--- config.mk ---
export PLATFORM = sky130hd
export DESIGN_NAME = img_lut_loader_flat
export DESIGN_NICKNAME = d
export VERILOG_FILES = /design/src/rtl/img_lut_csr_pkg.sv /design/src/rtl/img_lut_loader_pkg.sv /design/src/rtl/axi4_lite_if.sv /design/src/rtl/axi4_lite_single_wr.sv /design/src/rtl/img_lut_loader.sv /design/src/flat_wrapper.sv
export SDC_FILE = /design/constraint.sdc
export NUM_CORES = 1
export LEC_CHECK = 0
export ABC_AREA = 1
export BUFFER_PORTS_ARGS = -buffer_cell sky130_fd_sc_hd__buf_2
export CAP_MARGIN = 20
export CORE_MARGIN = 5
export CORE_UTILIZATION = 41
export DETAILED_ROUTE_END_ITERATION = 16
export PLACE_DENSITY = 0.81
export SLEW_MARGIN = 40
export SYNTH_ARGS = -nofsm -noshare
export SYNTH_HDL_FRONTEND = slang
export SYNTH_SLANG_ARGS = --single-unit
--- constraint.sdc ---
create_clock -name clk_i -period 1.46 [get_ports clk_i]
set_input_delay 0.073 -clock clk_i [delete_from_list [all_inputs] [get_ports clk_i]]
set_output_delay 0.073 -clock clk_i [all_outputs]
set_load 0.01 [all_outputs]
--- src/rtl/img_lut_csr_pkg.sv ---
// Register indices of the LUT CSR block (word offsets; byte address = index << 2).
package img_lut_csr_pkg;

  localparam logic [31:0] LUT_ORIG_PX_CR = 32'd1;
  localparam logic [31:0] LUT_MOD_PX_CR  = 32'd2;
  localparam logic [31:0] LUT_WR_STB_CR  = 32'd3;

endpackage

--- src/rtl/img_lut_loader_pkg.sv ---
// Types for img_lut_loader. RD_MOD exists only when IMG_LUT_LOADER_VERIFY_EN is defined.
package img_lut_loader_pkg;

  typedef enum logic [2:0] {
    IDLE,
    FETCH,
    WR_ORIG,
    WR_MOD,
`ifdef IMG_LUT_LOADER_VERIFY_EN
    RD_MOD,
`endif
    WR_STB_SET,
    WR_STB_CLR,
    DONE
  } state_e;

endpackage

--- src/rtl/axi4_lite_if.sv ---
// 32-bit AXI4-Lite bundle with initiator (master) and target (slave) views.
interface axi4_lite_if;

  logic        awvalid;
  logic        awready;
  logic [31:0] awaddr;
  logic        wvalid;
  logic        wready;
  logic [31:0] wdata;
  logic [3:0]  wstrb;
  logic        bvalid;
  logic        bready;
  logic [1:0]  bresp;
  logic        arvalid;
  logic        arready;
  logic [31:0] araddr;
  logic        rvalid;
  logic        rready;
  logic [31:0] rdata;
  logic [1:0]  rresp;

  modport master (
    output awvalid, awaddr, wvalid, wdata, wstrb, bready, arvalid, araddr, rready,
    input  awready, wready, bvalid, bresp, arready, rvalid, rdata, rresp
  );

  modport slave (
    input  awvalid, awaddr, wvalid, wdata, wstrb, bready, arvalid, araddr, rready,
    output awready, wready, bvalid, bresp, arready, rvalid, rdata, rresp
  );

endinterface

--- src/rtl/axi4_lite_single_wr.sv ---
// One AXI4-Lite write per req level: aw and w retire independently, done pulses on the b handshake.
module axi4_lite_single_wr (
  input  logic        clk_i,
  input  logic        rst_i,
  input  logic        req,
  input  logic [31:0] addr,
  input  logic [31:0] data,
  output logic        done,
  output logic [1:0]  resp,
  output logic        awvalid,
  input  logic        awready,
  output logic [31:0] awaddr,
  output logic        wvalid,
  input  logic        wready,
  output logic [31:0] wdata,
  output logic [3:0]  wstrb,
  input  logic        bvalid,
  output logic        bready,
  input  logic [1:0]  bresp
);

  logic aw_sent_q;
  logic w_sent_q;

  // Valids are combinational from req so they rise in the requester's state-entry cycle.
  assign awvalid = req & ~aw_sent_q;
  assign wvalid  = req & ~w_sent_q;
  assign awaddr  = addr;
  assign wdata   = data;
  assign wstrb   = {4{req}};
  assign bready  = req;
  assign done    = req & bvalid;
  assign resp    = bresp;

  always_ff @(posedge clk_i or posedge rst_i) begin
    if (rst_i) begin
      aw_sent_q <= 1'b0;
      w_sent_q  <= 1'b0;
    end else if (done) begin
      aw_sent_q <= 1'b0;
      w_sent_q  <= 1'b0;
    end else begin
      if (awvalid && awready) aw_sent_q <= 1'b1;
      if (wvalid && wready)   w_sent_q  <= 1'b1;
    end
  end

endmodule

--- src/rtl/img_lut_loader.sv ---
// AXI4-Lite initiator that streams a full image LUT into the LUT CSR block, one entry per source beat.
// Define IMG_LUT_LOADER_VERIFY_EN to read back and compare each MOD_PX write.
module img_lut_loader
  import img_lut_loader_pkg::*;
  import img_lut_csr_pkg::*;
#(
  parameter logic [31:0] BASE_ADDR = 32'h0000_0000,
  parameter int unsigned PX_WIDTH  = 10
) (
  input  logic                clk_i,
  input  logic                rst_i,
  input  logic                start_i,
  input  logic [PX_WIDTH-1:0] lut_data_i,
  input  logic                lut_valid_i,
  output logic                lut_ready_o,
  output logic                busy_o,
  output logic                done_o,
  output logic                err_o,
  axi4_lite_if.master         csr_o
);

  localparam logic [31:0]         ORIG_ADDR = BASE_ADDR + (LUT_ORIG_PX_CR << 2);
  localparam logic [31:0]         MOD_ADDR  = BASE_ADDR + (LUT_MOD_PX_CR << 2);
  localparam logic [31:0]         STB_ADDR  = BASE_ADDR + (LUT_WR_STB_CR << 2);
  localparam logic [PX_WIDTH-1:0] LAST_IDX  = '1;

  state_e              state_q, state_d;
  logic [PX_WIDTH-1:0] cnt_q;
  logic [PX_WIDTH-1:0] mod_q;
  logic                err_q;

  logic        wr_req;
  logic [31:0] wr_addr;
  logic [31:0] wr_data;
  logic        wr_done;
  logic [1:0]  wr_resp;

  logic        awvalid, wvalid, bready;
  logic [31:0] awaddr, wdata;
  logic [3:0]  wstrb;

  axi4_lite_single_wr u_wr (
    .clk_i   (clk_i),
    .rst_i   (rst_i),
    .req     (wr_req),
    .addr    (wr_addr),
    .data    (wr_data),
    .done    (wr_done),
    .resp    (wr_resp),
    .awvalid (awvalid),
    .awready (csr_o.awready),
    .awaddr  (awaddr),
    .wvalid  (wvalid),
    .wready  (csr_o.wready),
    .wdata   (wdata),
    .wstrb   (wstrb),
    .bvalid  (csr_o.bvalid),
    .bready  (bready),
    .bresp   (csr_o.bresp)
  );

  assign csr_o.awvalid = awvalid;
  assign csr_o.awaddr  = awaddr;
  assign csr_o.wvalid  = wvalid;
  assign csr_o.wdata   = wdata;
  assign csr_o.wstrb   = wstrb;
  assign csr_o.bready  = bready;

`ifdef IMG_LUT_LOADER_VERIFY_EN
  logic ar_sent_q;
  logic rd_active;
  logic rd_done;

  assign rd_active     = (state_q == RD_MOD);
  assign csr_o.arvalid = rd_active & ~ar_sent_q;
  assign csr_o.araddr  = rd_active ? MOD_ADDR : '0;
  assign csr_o.rready  = rd_active;
  assign rd_done       = rd_active & csr_o.rvalid;

  always_ff @(posedge clk_i or posedge rst_i) begin
    if (rst_i)                                ar_sent_q <= 1'b0;
    else if (rd_done)                         ar_sent_q <= 1'b0;
    else if (csr_o.arvalid && csr_o.arready)  ar_sent_q <= 1'b1;
  end
`else
  assign csr_o.arvalid = 1'b0;
  assign csr_o.araddr  = '0;
  assign csr_o.rready  = 1'b0;
`endif

  always_comb begin
    state_d = state_q;
    wr_req  = 1'b0;
    wr_addr = '0;
    wr_data = '0;
    unique case (state_q)
      IDLE:  if (start_i) state_d = FETCH;
      FETCH: if (lut_valid_i) state_d = WR_ORIG;
      WR_ORIG: begin
        wr_req  = 1'b1;
        wr_addr = ORIG_ADDR;
        wr_data = 32'(cnt_q);
        if (wr_done) state_d = WR_MOD;
      end
      WR_MOD: begin
        wr_req  = 1'b1;
        wr_addr = MOD_ADDR;
        wr_data = 32'(mod_q);
`ifdef IMG_LUT_LOADER_VERIFY_EN
        if (wr_done) state_d = RD_MOD;
`else
        if (wr_done) state_d = WR_STB_SET;
`endif
      end
`ifdef IMG_LUT_LOADER_VERIFY_EN
      RD_MOD: if (rd_done) state_d = WR_STB_SET;
`endif
      WR_STB_SET: begin
        wr_req  = 1'b1;
        wr_addr = STB_ADDR;
        wr_data = 32'd1;
        if (wr_done) state_d = WR_STB_CLR;
      end
      WR_STB_CLR: begin
        wr_req  = 1'b1;
        wr_addr = STB_ADDR;
        wr_data = 32'd0;
        if (wr_done) state_d = (cnt_q == LAST_IDX) ? DONE : FETCH;
      end
      DONE:    state_d = IDLE;
      default: state_d = IDLE;
    endcase
  end

  always_ff @(posedge clk_i or posedge rst_i) begin
    if (rst_i) begin
      state_q <= IDLE;
      cnt_q   <= '0;
      mod_q   <= '0;
      err_q   <= 1'b0;
    end else begin
      state_q <= state_d;
      if (state_q == IDLE && start_i) begin
        cnt_q <= '0;
        err_q <= 1'b0;
      end
      if (state_q == FETCH && lut_valid_i) mod_q <= lut_data_i;
      if (state_q == WR_STB_CLR && wr_done && cnt_q != LAST_IDX) cnt_q <= cnt_q + 1'b1;
      if (wr_done && wr_resp != 2'b00) err_q <= 1'b1;
`ifdef IMG_LUT_LOADER_VERIFY_EN
      if (rd_done && (csr_o.rresp != 2'b00 || csr_o.rdata[PX_WIDTH-1:0] != mod_q)) err_q <= 1'b1;
`endif
    end
  end

  assign lut_ready_o = (state_q == FETCH);
  assign busy_o      = (state_q != IDLE);
  assign done_o      = (state_q == DONE);
  assign err_o       = err_q;

endmodule

--- src/flat_wrapper.sv ---
// flat-port wrapper written by rule: the top's interface ports become plain ports
module img_lut_loader_flat import img_lut_loader_pkg::*; import img_lut_csr_pkg::*;
#(
  parameter logic [31:0] BASE_ADDR = 32'h0000_0000,
  parameter int unsigned PX_WIDTH  = 10
)
  (clk_i, rst_i, start_i, lut_data_i, lut_valid_i, lut_ready_o, busy_o, done_o, err_o, csr_o_awvalid, csr_o_awaddr, csr_o_wvalid, csr_o_wdata, csr_o_wstrb, csr_o_bready, csr_o_arvalid, csr_o_araddr, csr_o_rready, csr_o_awready, csr_o_wready, csr_o_bvalid, csr_o_bresp, csr_o_arready, csr_o_rvalid, csr_o_rdata, csr_o_rresp);
  axi4_lite_if csr_o_i ();
  input  logic clk_i;
  input  logic rst_i;
  input  logic start_i;
  input  logic [PX_WIDTH-1:0] lut_data_i;
  input  logic lut_valid_i;
  output logic lut_ready_o;
  output logic busy_o;
  output logic done_o;
  output logic err_o;
  output wire logic [$bits(csr_o_i.awvalid)-1:0] csr_o_awvalid;
  output wire logic [$bits(csr_o_i.awaddr)-1:0] csr_o_awaddr;
  output wire logic [$bits(csr_o_i.wvalid)-1:0] csr_o_wvalid;
  output wire logic [$bits(csr_o_i.wdata)-1:0] csr_o_wdata;
  output wire logic [$bits(csr_o_i.wstrb)-1:0] csr_o_wstrb;
  output wire logic [$bits(csr_o_i.bready)-1:0] csr_o_bready;
  output wire logic [$bits(csr_o_i.arvalid)-1:0] csr_o_arvalid;
  output wire logic [$bits(csr_o_i.araddr)-1:0] csr_o_araddr;
  output wire logic [$bits(csr_o_i.rready)-1:0] csr_o_rready;
  input wire logic [$bits(csr_o_i.awready)-1:0] csr_o_awready;
  input wire logic [$bits(csr_o_i.wready)-1:0] csr_o_wready;
  input wire logic [$bits(csr_o_i.bvalid)-1:0] csr_o_bvalid;
  input wire logic [$bits(csr_o_i.bresp)-1:0] csr_o_bresp;
  input wire logic [$bits(csr_o_i.arready)-1:0] csr_o_arready;
  input wire logic [$bits(csr_o_i.rvalid)-1:0] csr_o_rvalid;
  input wire logic [$bits(csr_o_i.rdata)-1:0] csr_o_rdata;
  input wire logic [$bits(csr_o_i.rresp)-1:0] csr_o_rresp;
  assign csr_o_awvalid = csr_o_i.awvalid;
  assign csr_o_awaddr = csr_o_i.awaddr;
  assign csr_o_wvalid = csr_o_i.wvalid;
  assign csr_o_wdata = csr_o_i.wdata;
  assign csr_o_wstrb = csr_o_i.wstrb;
  assign csr_o_bready = csr_o_i.bready;
  assign csr_o_arvalid = csr_o_i.arvalid;
  assign csr_o_araddr = csr_o_i.araddr;
  assign csr_o_rready = csr_o_i.rready;
  assign csr_o_i.awready = csr_o_awready;
  assign csr_o_i.wready = csr_o_wready;
  assign csr_o_i.bvalid = csr_o_bvalid;
  assign csr_o_i.bresp = csr_o_bresp;
  assign csr_o_i.arready = csr_o_arready;
  assign csr_o_i.rvalid = csr_o_rvalid;
  assign csr_o_i.rdata = csr_o_rdata;
  assign csr_o_i.rresp = csr_o_rresp;
  img_lut_loader #(.BASE_ADDR(BASE_ADDR), .PX_WIDTH(PX_WIDTH)) u_core (.clk_i(clk_i), .rst_i(rst_i), .start_i(start_i), .lut_data_i(lut_data_i), .lut_valid_i(lut_valid_i), .lut_ready_o(lut_ready_o), .busy_o(busy_o), .done_o(done_o), .err_o(err_o), .csr_o(csr_o_i));
endmodule
; ---- Word-level counts from Yosys, hierarchy flattened
; Cells that the tools add are included.
[op_classes]
addsub = 1
eq_ne = 14
muxes = 19
reduce_logical = 17
bitwise = 5
shift = 0
multipliers = 0
n_lt_le_gt_ge = 0
div_mod_pow = 0
[op_table]
columns = op, count
row1 = case mux 10 bit (3 select lines), 1
row2 = two-way mux 3 bit, 7
row3 = two-way mux 10 bit, 2
row4 = case mux 3 bit (6 select lines), 1
row5 = case mux 4 bit (3 select lines), 1
row6 = adder 10 x 1 -> 10 bit (second input constant), 1
row7 = == test 10 bit (second input constant), 1
row8 = != test 10 bit (second input constant), 1
row9 = nonzero test 2 bit, 5
row10 = == test 3 bit (second input constant), 3
row11 = != test 2 x 1 -> 1 bit (second input constant), 4
row12 = logical AND 1 bit, 7
row13 = two-way mux 1 bit, 7
row14 = == test 3 x 2 -> 1 bit (second input constant), 2
row15 = AND reduction 6 bit, 1
row16 = != test 2 bit (second input constant), 2
row17 = OR reduction 4 bit, 1
row18 = AND 1 bit, 3
row19 = == test 3 x 1 -> 1 bit (second input constant), 1
row20 = logical NOT 3 bit, 1
row21 = nonzero test 3 bit, 1
row22 = inverter 1 bit, 2
row23 = OR reduction 2 bit, 1
[totals]
out_inout_bits = 109
memories = 0
ff_bits = 26
input_bits = 55
latch_bits = 0
word_cells = 62
romBits = 0
ram_bits = 0

; ---- Longest topological paths before layout
[logic_depth]
word_depth = 7
mapped_depth = 9
mapped_depth_nobuf = 9

; ---- Modules after synthesis
; From an unflattened synthesis, not the netlist that was laid out.
[hier_totals]
hier_cells = 319
hier_area_um2 = 2331.0
[by_module_without_submodules]
columns = module, n_inst, seq_area_each_um2, area_each_um2, cells_each
row1 = img_lut_loader, 1, 600.6, 1687.9, 230
row2 = axi4_lite_single_wr, 1, 50.0, 643.1, 89

; ---- Worst setup path before layout
; Ideal clock, no wire load.
[synth_timing]
kind = flip-flop to flip-flop
from = register u_core.cnt_q[1]
to = register u_core.cnt_q[4]
synth_period_minus_slack_ns = 1.331
slack_ns = 0.129
arrival_time_ns = 1.255
stages_incl_launch_ff = 9
required_ns = 1.384
setup_ns = 0.076
n_path_buf = 1
path_cell_list = dfrtp_1 ha_1 nand2_1 nor2_2 nand3_2 nand2_2 buf_6 nand3_1 o21ai_1
[synth_via]
elab_chain_cells = 3
elab_cells_between_ends = 5
classes_between = 1 x add/sub / 1 x eq/ne / 1 x mux / 2 x reduce/logical
[synth_lines]
columns = element, line_no
row1 = start: declaration, img_lut_loader.sv:28  ; logic [PX_WIDTH-1:0] cnt_q;
row2 = start signal: assignment, img_lut_loader.sv:148  ; if (state_q == WR_STB_CLR && wr_done && cnt_q != LAST_IDX) cnt_q <= cnt_q + 1'b1;
row3 = "parallel branches: the longest is 3 deep, another holds adder 10 x 1 -> 10 bit", n/a
; Parallel ways; which one is timed is not known.
; A chain may end at the register's enable or synchronous reset.

; ---- Worst setup path in the final report
[layout_timing]
from = register u_core.state_q[2]
to = output csr_o_wdata[0]
[layout_via]
elab_chain_cells = 2
elab_cells_between_ends = 4
classes_between = 3 x eq/ne / 1 x mux
[layout_lines]
columns = element, line_no
row1 = start: declaration, img_lut_loader.sv:27  ; state_e state_q, state_d;
row2 = start signal: assignment, img_lut_loader.sv:142  ; state_q <= state_d;
row3 = == test 3 bit or == test 3 x 2 -> 1 bit (tied branches), img_lut_loader.sv:96  ; unique case (state_q)
row4 = case mux 10 bit (3 select lines) (*), img_lut_loader.sv:96
row5 = end: declaration, flat_wrapper.sv:21  ; output wire logic [$bits(csr_o_i.wdata)-1:0] csr_o_wdata;
; Every way passes the cells marked *; elsewhere a longest branch is shown, timed or not.

==> impl_metrics.ini <==
[layout]
fill_cells = 513
final_common_cell = conb_1
register_area_um2 = 653
n_antenna_cell = 0
num-nets-final = 420
layout_common_cells = 86 x conb_1, 57 x nand2_1, 40 x buf_2
multiInputGateArea_um2 = 1130
drive_gt1_share_pct = 25.6
areaGrowthSynthToFinish_pct = 11.5

[yosys]
synth_ff_type = dfrtp_1
syn_inst = 308
yosysUniqueCellTypes = 26
ys_warn_count = 0
synth_edf_count = 0
syn_area_um2 = 2220
synth_seq_cells = 26
async_flop_share_pct = 100
ys_top_cells_by_area = buf_4 30%, dfrtp_1 29%, nand2_1 10%
yosysSeqAreaShare_pct = 29.3
synth_top_area_cell = buf_4
post_synth.cell_area_avg_um2 = 7.21
synth_top_area_share_pct = 30.4

[die]
dieHeight_um = 83.6
rows = 26
die_w_um = 83.6
core_um2 = 5170
num_io_pins = 164
dieArea_um2 = 6990
start_util_pct = 42.9

[setup_path]
critical_path.startpoint_type = flip-flop
end_kind = output pin
r2r-start = u_core.cnt_q[0]
cp-endpoint = csr_o_wdata[0]
worstReg2RegEnd = u_core.state_q[0]
rrSetupSlack_ns = 0.08
cp.arrival_ns = 1.41
startpoint = u_core.state_q[2]
cp.required_ns = 1.39
ff2ff_path_depth = 9
cp_max_fo = 5
crit_type = flip-flop to output pin

[sta]
fmax_mhz = 676
hold_viol = 0
fin_ws_ns = -0.0188
rsz0062_at_grt = yes
finalCritPeriodShare_pct = 101
setup-violations-final = 1
finalClockSkew_ns = 0.00426
slew_violations = 0
min_period_ns = 1.48

[pwr]
clkPwrFrac_pct = 16.2
swShare_pct = 44.0
p_per_area_nw_per_um2 = 1530
ir_worst_vdd_mv = 1.01
p_int_mw = 2.12
finalPower_mw = 3.79
power.leakage_nw = 1.45
seqPwrFrac_pct = 27.8
pwr-share-comb_pct = 56.0
switching_power_mw = 1.67

[hold_path]
hp-class = primary input to flip-flop

[global_routing]
grt_usage_pct = 12.0
grt_first_pass_wirelength_mm = 7.13
grt_pass1_vias = 1630
busiest_layer = met2
antenna_found_initial = 0
globalRouteMet1Util_pct = 13.6
overflow = 0
grt_use_met2_pct = 22.7
grt_max_degree = 27
use_met3_pct = 2.17

[cts]
clk_pin_slew_ns = 0.10
clk_latency_ns = 0.28
clock_path_buffers = 2
cts_tree = yes
htreeDepth = 1
clockRootBuffer = clkbuf_8
clock-sinks = 26
numCtsBuffers = 3

[routing]
ant_nets = 0
vias_per_cell = 4.23
wire_per_inst_um = 10.8
drc = 0
drt_wl_total_mm = 4.68
first_pass_iters = 4
drt_iter0_markers = 97
num_vias = 1830

[place]
place.gp.congestion = 0.867
io_buffer_count = 41
post-dp-hpwl_mm = 3.52
place_ws_ns = 0.107

[outcome]
violations = setup timing
outcome = finished with violations

[job]
drv_cap = 0
==> repair_timing <==
action,CTS,global route
pin swaps,2,8
gates resized for setup,14,27
hold endpoints to repair,26,0
endpoints found under the setup margin,13,27
gates cloned,1,0
hold buffers,1,0
buffers inserted,2,7
==> cell usage after synthesis, types with 2 or more instances <==
cell,number
dfrtp_1,26
nand2_2,3
o21ai_0,9
o22ai_1,2
nand3_1,35
nand2_1,62
xor2_1,4
a21oi_1,5
nor2_4,2
nor2_1,16
nand4_1,3
inv_1,30
o21ai_1,4
buf_2,6
buf_4,90
==> per-stage QoR <==
stage / instance area (um^2) / hold WS [ns] / setup TNS [ns] / util, % / std cells
2_1_floorplan: 2540 / 0.113 / 0 / - / 393
3_3_place_gp: 2200 / 0.152 / 0 / 42.5 / 418
3_5_place_dp: 2200 / 0.153 / 0 / 42.5 / 418
4_1_cts: 2330 / 0.0167 / -0.0156 / 45.0 / 426
5_1_grt: 2470 / 0.0194 / -0.513 / 47.8 / 433
6_report: 2470 / 0.0154 / -0.0188 / 47.8 / 433
==> cell type report <==
cell class	count	area share, %
clock buffer	3	1.67
multi-input combinational	238	45.6
tap	70	3.54
sequential	26	26.4
inverter	31	5.21
timing repair buffer	64	16.4
clock inverter	1	1.21
==> worst min path at each step <==
stage,from,endpoint,slack [ns],cells after the start
3_3_place_gp,rst_i,u_core.u_wr.w_sent_q,0.15,3
4_1_cts,lut_data_i[5],u_core.mod_q[5],0.02,3
6_report,lut_data_i[5],u_core.mod_q[5],0.02,3
2_1_floorplan,rst_i,u_core.cnt_q[0],0.11,1
3_5_place_dp,rst_i,u_core.u_wr.w_sent_q,0.15,3
5_1_grt,lut_data_i[6],u_core.mod_q[6],0.02,3
==> power groups by stage <==
stage / combinational [mW] / sequential (mW) / clock [mW]
floorplan: 1.34 / 1.06 / 0
detailed placement: 1.61 / 1.07 / 0
global placement: 1.58 / 1.06 / 0
CTS: 1.76 / 1.05 / 0.620
global route: 2.35 / 1.08 / 0.650
finish: 2.12 / 1.05 / 0.614
==> cells by family after synthesis <==
group,Yosys count,share of synthesized area [%]
flops,26,29.3
simple gates,125,25.3
fa+ha+maj,1,0.564
other cells,1,0.169
xor+xnor,5,1.97
buf+inv,129,37.7
compound gates,21,4.96
==> sequential cells by signal, indices dropped and copies added, names as in the netlist <==
signal	flops
u_core.cnt_q	10
u_core.u_wr.w_sent_q	1
u_core.u_wr.aw_sent_q	1
u_core.err_o	1
u_core.state_q	3
u_core.mod_q	10
==> worst max-delay path, stage by stage (launching register included) <==
cell      delay (ns)
dfrtp_2         0.44
inv_2           0.08
nand2_4         0.07
inv_8           0.09
buf_6           0.12
nand3_2         0.05
o211ai_1        0.10
buf_2           0.17
==> metal layers <==
| layer | routed length [um] | part of all wire [%] |
|---|---|---|
| met5 | 0 | 0 |
| met4 | 49 | 1.0 |
| met1 | 1680 | 36 |
| met2 | 2480 | 53 |
| met3 | 467 | 10 |
No activity file was read; power rests on OpenSTA's default activity.
